**config.mk**
```make
export PLATFORM = sky130hd
export DESIGN_NAME = noc_link_retimer
export DESIGN_NICKNAME = d
export VERILOG_FILES = /design/src/rtl/noc_link_retimer_pkg.sv /design/src/rtl/noc_link_retimer_vc_fifo.sv /design/src/rtl/noc_link_retimer.sv
export SDC_FILE = /design/constraint.sdc
export NUM_CORES = 1
export LEC_CHECK = 0
export BUFFER_PORTS_ARGS = -buffer_cell sky130_fd_sc_hd__buf_2
export CORE_ASPECT_RATIO = 1.4
export CORE_MARGIN = 2
export CORE_UTILIZATION = 25
export DETAILED_ROUTE_END_ITERATION = 12
export PLACE_DENSITY_LB_ADDON = 0.05
export SYNTH_ARGS = -nofsm -noshare
export SYNTH_HDL_FRONTEND = slang
export SYNTH_SLANG_ARGS = --single-unit
```
**constraint.sdc**
```tcl
create_clock -name noc_clk -period 5.85 [get_ports noc_clk]
set_input_delay 0.2925 -clock noc_clk [delete_from_list [all_inputs] [get_ports noc_clk]]
set_output_delay 0.2925 -clock noc_clk [all_outputs]
set_load 0.005 [all_outputs]
```
**src/rtl/noc_link_retimer_pkg.sv**
```systemverilog
// noc_link_retimer_pkg: shared link defaults, VC index type and arbiter states
package noc_link_retimer_pkg;
  localparam int NUM_VC_DEF = 2;
  localparam int FLIT_W_DEF = 64;
  function automatic int vc_w(input int n);
    return (n > 1) ? $clog2(n) : 1;
  endfunction
  typedef logic [vc_w(NUM_VC_DEF)-1:0] vc_t;
  typedef enum logic {ARB_IDLE, ARB_HOLD} arb_state_e;
endpackage

```
**src/rtl/noc_link_retimer_vc_fifo.sv**
```systemverilog
// noc_vc_fifo: single-VC far-end buffer; head is always visible on dout
module noc_vc_fifo #(
  parameter int DEPTH = 6,
  parameter int WIDTH = 64
) (
  input  logic             noc_clk,
  input  logic             noc_rst,
  input  logic             push,
  input  logic             pop,
  input  logic [WIDTH-1:0] din,
  output logic [WIDTH-1:0] dout,
  output logic             empty,
  output logic             full
);
  localparam int AW = $clog2(DEPTH);
  localparam int CW = $clog2(DEPTH + 1);
  logic [WIDTH-1:0] r_mem [DEPTH];
  logic [AW-1:0]    r_wr, r_rd;
  logic [CW-1:0]    r_cnt;
  assign dout  = r_mem[r_rd];
  assign empty = (r_cnt == '0);
  assign full  = (r_cnt == CW'(DEPTH));
  always_ff @(posedge noc_clk) begin
    if (push) r_mem[r_wr] <= din;
  end
  always_ff @(posedge noc_clk or posedge noc_rst) begin
    if (noc_rst) begin
      r_wr  <= '0;
      r_rd  <= '0;
      r_cnt <= '0;
    end else begin
      if (push) r_wr <= (r_wr == AW'(DEPTH - 1)) ? '0 : r_wr + AW'(1);
      if (pop) r_rd <= (r_rd == AW'(DEPTH - 1)) ? '0 : r_rd + AW'(1);
      r_cnt <= r_cnt + CW'(push) - CW'(pop);
    end
  end
  always @(posedge noc_clk) begin
    if (!noc_rst) begin
      assert (!(push && full));
      assert (!(pop && empty));
    end
  end
endmodule

```
**src/rtl/noc_link_retimer.sv**
```systemverilog
// noc_link_retimer: credit-managed multi-stage link with per-VC far-end FIFOs
// and a round-robin output arbiter that holds its pick until accepted.
module noc_link_retimer
  import noc_link_retimer_pkg::*;
#(
  parameter int NUM_VC     = NUM_VC_DEF,
  parameter int FLIT_WIDTH = FLIT_W_DEF,
  parameter int STAGES     = 2,
  parameter int BUF_DEPTH  = 6,
  localparam int VW        = vc_w(NUM_VC)
) (
  input  logic                  noc_clk,
  input  logic                  noc_rst,
  input  logic                  in_valid,
  input  logic [VW-1:0]         in_vc,
  input  logic [FLIT_WIDTH-1:0] in_flit,
  output logic                  in_ready,
  output logic [NUM_VC-1:0]     in_vc_ready,
  output logic                  out_valid,
  output logic [VW-1:0]         out_vc,
  output logic [FLIT_WIDTH-1:0] out_flit,
  input  logic                  out_ready,
  input  logic [NUM_VC-1:0]     out_vc_ready
);
  localparam int CW = $clog2(BUF_DEPTH + 1);
  logic                  r_fv  [STAGES];
  logic [VW-1:0]         r_fvc [STAGES];
  logic [FLIT_WIDTH-1:0] r_ff  [STAGES];
  logic                  r_rv  [STAGES];
  logic [VW-1:0]         r_rvc [STAGES];
  logic [CW-1:0]         r_cred [NUM_VC];
  logic [CW-1:0]         w_cred_n [NUM_VC];
  logic [NUM_VC-1:0]     r_rdy;
  arb_state_e            r_st, w_st_n;
  logic [VW-1:0]         r_lock, r_last, w_pick, w_sel;
  logic                  w_any, w_acc, w_pop;
  logic [NUM_VC-1:0]     w_push, w_pop_v, w_empty, w_full, w_elig;
  logic [FLIT_WIDTH-1:0] w_dout [NUM_VC];
  int                    w_held [NUM_VC];
  assign in_vc_ready = r_rdy;
  assign in_ready    = r_rdy[in_vc];
  assign w_acc       = in_valid & in_ready;
  assign w_elig      = ~w_empty & out_vc_ready;
  assign out_flit    = w_dout[w_sel];
  always_ff @(posedge noc_clk or posedge noc_rst) begin
    if (noc_rst) begin
      for (int k = 0; k < STAGES; k++) begin
        r_fv[k]  <= 1'b0;
        r_fvc[k] <= '0;
        r_ff[k]  <= '0;
        r_rv[k]  <= 1'b0;
        r_rvc[k] <= '0;
      end
    end else begin
      r_fv[0]  <= w_acc;
      r_fvc[0] <= in_vc;
      r_ff[0]  <= in_flit;
      r_rv[0]  <= w_pop;
      r_rvc[0] <= w_sel;
      for (int k = 1; k < STAGES; k++) begin
        r_fv[k]  <= r_fv[k-1];
        r_fvc[k] <= r_fvc[k-1];
        r_ff[k]  <= r_ff[k-1];
        r_rv[k]  <= r_rv[k-1];
        r_rvc[k] <= r_rvc[k-1];
      end
    end
  end
  // An accept and a return on the same VC cancel out
  always_comb begin
    for (int v = 0; v < NUM_VC; v++) begin
      w_push[v]   = r_fv[STAGES-1] && (r_fvc[STAGES-1] == VW'(v));
      w_pop_v[v]  = w_pop && (w_sel == VW'(v));
      w_cred_n[v] = r_cred[v] + CW'(r_rv[STAGES-1] && (r_rvc[STAGES-1] == VW'(v)))
                  - CW'(w_acc && (in_vc == VW'(v)));
    end
  end
  always_ff @(posedge noc_clk or posedge noc_rst) begin
    if (noc_rst) begin
      for (int v = 0; v < NUM_VC; v++) r_cred[v] <= CW'(BUF_DEPTH);
      r_rdy <= '0;
    end else begin
      for (int v = 0; v < NUM_VC; v++) begin
        r_cred[v] <= w_cred_n[v];
        r_rdy[v]  <= (w_cred_n[v] != '0);
      end
    end
  end
  for (genvar g = 0; g < NUM_VC; g++) begin : g_fifo
    noc_vc_fifo #(.DEPTH(BUF_DEPTH), .WIDTH(FLIT_WIDTH)) u_fifo (
      .noc_clk (noc_clk),
      .noc_rst (noc_rst),
      .push    (w_push[g]),
      .pop     (w_pop_v[g]),
      .din     (r_ff[STAGES-1]),
      .dout    (w_dout[g]),
      .empty   (w_empty[g]),
      .full    (w_full[g])
    );
  end
  // Scan farthest-first so the last hit is the nearest VC after r_last
  always_comb begin
    w_any  = 1'b0;
    w_pick = r_last;
    for (int i = NUM_VC; i >= 1; i--) begin
      if (w_elig[(int'(r_last) + i) % NUM_VC]) begin
        w_any  = 1'b1;
        w_pick = VW'((int'(r_last) + i) % NUM_VC);
      end
    end
  end
  always_ff @(posedge noc_clk or posedge noc_rst) begin
    if (noc_rst) begin
      r_st   <= ARB_IDLE;
      r_lock <= '0;
      r_last <= '0;
    end else begin
      r_st <= w_st_n;
      if (r_st == ARB_IDLE) r_lock <= w_pick;
      if (w_pop) r_last <= w_sel;
    end
  end
  always_comb begin
    w_st_n = (r_st == ARB_IDLE) ? ((w_any && !out_ready) ? ARB_HOLD : ARB_IDLE)
                                : (out_ready ? ARB_IDLE : ARB_HOLD);
  end
  always_comb begin
    w_sel     = (r_st == ARB_HOLD) ? r_lock : w_pick;
    out_valid = (r_st == ARB_HOLD) | w_any;
    out_vc    = w_sel;
    w_pop     = out_valid & out_ready;
  end
  // Credits plus flits in both pipes; FIFO occupancy makes up the rest of BUF_DEPTH
  always_comb begin
    for (int v = 0; v < NUM_VC; v++) begin
      w_held[v] = int'(r_cred[v]);
      for (int k = 0; k < STAGES; k++) begin
        w_held[v] += int'(r_fv[k] && (r_fvc[k] == VW'(v)));
        w_held[v] += int'(r_rv[k] && (r_rvc[k] == VW'(v)));
      end
    end
  end
  always @(posedge noc_clk) begin
    if (!noc_rst) begin
      for (int v = 0; v < NUM_VC; v++) begin
        assert (r_cred[v] <= CW'(BUF_DEPTH));
        assert (w_held[v] <= BUF_DEPTH);
        if (w_empty[v]) assert (w_held[v] == BUF_DEPTH);
        if (w_full[v]) assert (w_held[v] == 0);
      end
    end
  end
endmodule

```
==> run metrics <==
Pleak=14.18 nW; CP max-delay cell=a32o_4; # DRC=0; FMAX=240.6 MHz; crit path max fanout=53; min-delay worst type=input port to flip-flop; worst rel slew slack=0.2030; filler cell count in the final layout=13.73k; TNS Setup=0 ps; via count=17.44k; Die Width=319.3 um; most frequent cells after synthesis=edfxtp_1, dfrtp_1, nand2_1; clk slew on worst S/H paths=60 ps; Syn Area/Cell=18.22 um2; Final Setup Violations=0; slowest stage delay, CP=820 ps; arrival time worst endpoint=3860 ps; Layout Nets=2,243; crit path launch type=flip-flop; GP Congestion=0.6815; largest area contributor in the netlist=edfxtp_1; HP Start=out_vc_ready[0]; Yosys warning count=0; TritonCTS buffer count=105; H-tree depth=3; most common cell in the netlist=edfxtp_1; Placed Cells=3,788; Top delay family on crit path=compound AO/OA/AOI/OAI gates; crit share post-route=0.7106; routed len/inst=23.23 um; Port Buf Inserts=139; measured slew at the worst slew-check pin=1194 ps; worst hold path cell count=4; area of the mapped netlist=0.03480 mm2; area of the multi-input gates=0.007126 mm2; VDD IR max=0.0002286 V; Setup crit end kind=output pin; Syn Inst Count=1,910; Ant. Diodes=0; synth top area cells=edfxtp_1, dfrtp_1, mux4_2; TritonRoute pass-1 iters=4; Top FF cell, synth=edfxtp_1; Top Ports=140; initial antenna violation count=5; remaining antenna violation count=0; PD cells=482.4 mW/mm2; share of cells above drive strength 1=0.2441; Final HPWL DP=48,930 um; CTS Hold Bufs=69; synth unique cells=42; area grow syn2layout=20.46%; final instance area=0.04192 mm2; vias in the first global route=19.06k; post_cts resized=0; Finished Layout Cells=4,057; number of synthesized flops with an enable pin=768; Max-cap violations=0; Sink Count=932; reg2reg end=g_fifo[0].u_fifo.r_mem[2][41]; CTS tree=done; top cell type's share of synthesized area=0.6627; clock root buffer=clkbuf_16; GRT Residual Overflow=0; row cnt=162; RSZ-0062 raised after global routing=no; Crit path required time=5560 ps; status=finished clean; Setup Crit Path Kind=flip-flop to output pin; all-layer global routing usage=0.1338; Worst Skew=21.25 ps; die area=0.1422 mm2; maximum number of pins on one net before global-route repair=101; area of the core=0.1386 mm2; first-pass GRT wire length=136,800 um; register area share after synthesis=0.7808; Reg2Reg Launch Point=r_fvc[0]; clock buffer depth=3; Vias/cell=4.299; Final Hold Fails=0; post-synth net total=1,993; die height=445.5 um; Final Max Slew Viols=0; initial core utilization=0.2510; Async SR Flop Fraction=0.1760; sequential cell area=0.02719 mm2; DRT Wirelength=94,230 um; crit-path cells=o31ai_1 -> a32o_4 -> buf_4 -> nor2_1 -> a21oi_1 -> buf_2; hold endpoint=r_rv[1]; DP Area=0.03771 mm2; final worst setup slack=1693 ps; Seq cells post-synth=932; DP Worst Slack=2243 ps; Tmin final=4157 ps; Pwr Total=20.22 mW; clk_lat worst skew=700 ps; DRT iter0 DRCs=980; FF-to-FF path depth=4; FF-to-FF setup slack=2890 ps; WP buf/inv=2; Post-CTS Setup Bufs=0
==> how the worst max path moves through the flow <==
stage / slack (ps) / end / cells after the start / start
2_1_floorplan: 70 / g_fifo[0].u_fifo.r_mem[0][0] / 3 / r_fvc[0]
3_3_place_gp: 2300 / out_flit[40] / 6 / g_fifo[1].u_fifo.r_cnt[1]
3_5_place_dp: 2240 / out_flit[40] / 6 / g_fifo[1].u_fifo.r_cnt[1]
4_1_cts: 1440 / out_flit[40] / 6 / g_fifo[1].u_fifo.r_cnt[1]
5_1_grt: 1480 / out_flit[40] / 6 / g_fifo[1].u_fifo.r_cnt[2]
6_report: 1690 / out_flit[40] / 6 / g_fifo[1].u_fifo.r_cnt[2]
==> cell usage in the layout, fill, tap and decap left out, types with 3 or more instances in the layout <==
| cell | synthesis | final |
|---|---|---|
| a21o_1 | 5 | 5 |
| a21oi_1 | 66 | 66 |
| buf_12 | 0 | 7 |
| buf_2 | 41 | 139 |
| buf_4 | 0 | 30 |
| bufinv_16 | 0 | 4 |
| clkbuf_1 | 43 | 27 |
| clkbuf_16 | 0 | 113 |
| clkbuf_8 | 0 | 17 |
| clkinv_1 | 0 | 13 |
| clkinv_2 | 0 | 16 |
| clkinvlp_4 | 0 | 3 |
| dfrtp_1 | 160 | 154 |
| dfrtp_4 | 0 | 6 |
| dfstp_2 | 4 | 4 |
| dlygate4sd3_1 | 0 | 69 |
| edfxtp_1 | 768 | 768 |
| fa_1 | 4 | 4 |
| ha_1 | 8 | 8 |
| inv_1 | 17 | 16 |
| mux2_1 | 10 | 10 |
| mux2_2 | 122 | 122 |
| mux2i_1 | 128 | 128 |
| mux4_2 | 64 | 64 |
| nand2_1 | 136 | 136 |
| nand2b_1 | 5 | 5 |
| nor2_1 | 75 | 69 |
| nor2_4 | 0 | 6 |
| nor3_2 | 0 | 4 |
| o211ai_1 | 64 | 64 |
| o21ai_0 | 129 | 129 |
| or2_2 | 3 | 3 |
| xnor2_1 | 6 | 6 |
| xor2_1 | 4 | 4 |
==> stage by stage <==
| step | hold WS, ps | util |
|---|---|---|
| after floorplan | 323.9 | - |
| after global placement | 331.8 | 0.2720 |
| after detailed placement | 334.7 | 0.2720 |
| after CTS | 2.930 | 0.3024 |
| after global routing | 87.49 | 0.3024 |
| final | 80.36 | 0.3024 |
==> worst reg2reg max path, cell delays in order, from the launching register on <==
cell and delay, ps:
dfrtp_1 430, nand2b_1 210, or2_2 380, nor3b_4 970, buf_12 490
==> area by class of cell <==
class                   count  area share
repair buffers            245     0.04179
multi-input cells         859      0.1700
well taps                1804     0.05384
flip-flops and latches    932      0.6487
clock inverters            43    0.008536
clock buffers             157     0.07545
inverters                  17    0.001701
==> report_power, final <==
part / internal [mW] / switching [mW]
Clock: 3.92 / 2.74
Sequential: 7.79 / 0.636
Combinational: 2.14 / 3.00
Total: 13.9 / 6.37
==> layer usage <==
layer | share of wire | track usage
met1 | 0.45 | 0.1721
met5 | 0.00032 | 0
met3 | 0.033 | 0.02138
met2 | 0.50 | 0.2303
met4 | 0.022 | 0.04170
==> state kept, by name (all words and copies together) (netlist names) <==
name,count
g_fifo.u_fifo.r_wr,6
r_lock,1
g_fifo.u_fifo.r_mem,768
in_vc_ready,2
r_cred,6
r_fv,2
g_fifo.u_fifo.r_rd,6
g_fifo.u_fifo.r_cnt,6
r_st,1
r_ff,128
r_rv,2
r_fvc,2
r_last,1
r_rvc,1
==> cells by family after synthesis <==
family,after synthesis,synth area share
DFF,932,0.7808
and+or+nand+nor,239,0.02779
xor gates and xnor gates,10,0.002517
muxes,324,0.1209
buffers and inverters,119,0.01733
adders and majority gates,12,0.005177
AOI/OAI and AO/OA,274,0.04548
No activity file was read; power rests on OpenSTA's default activity.
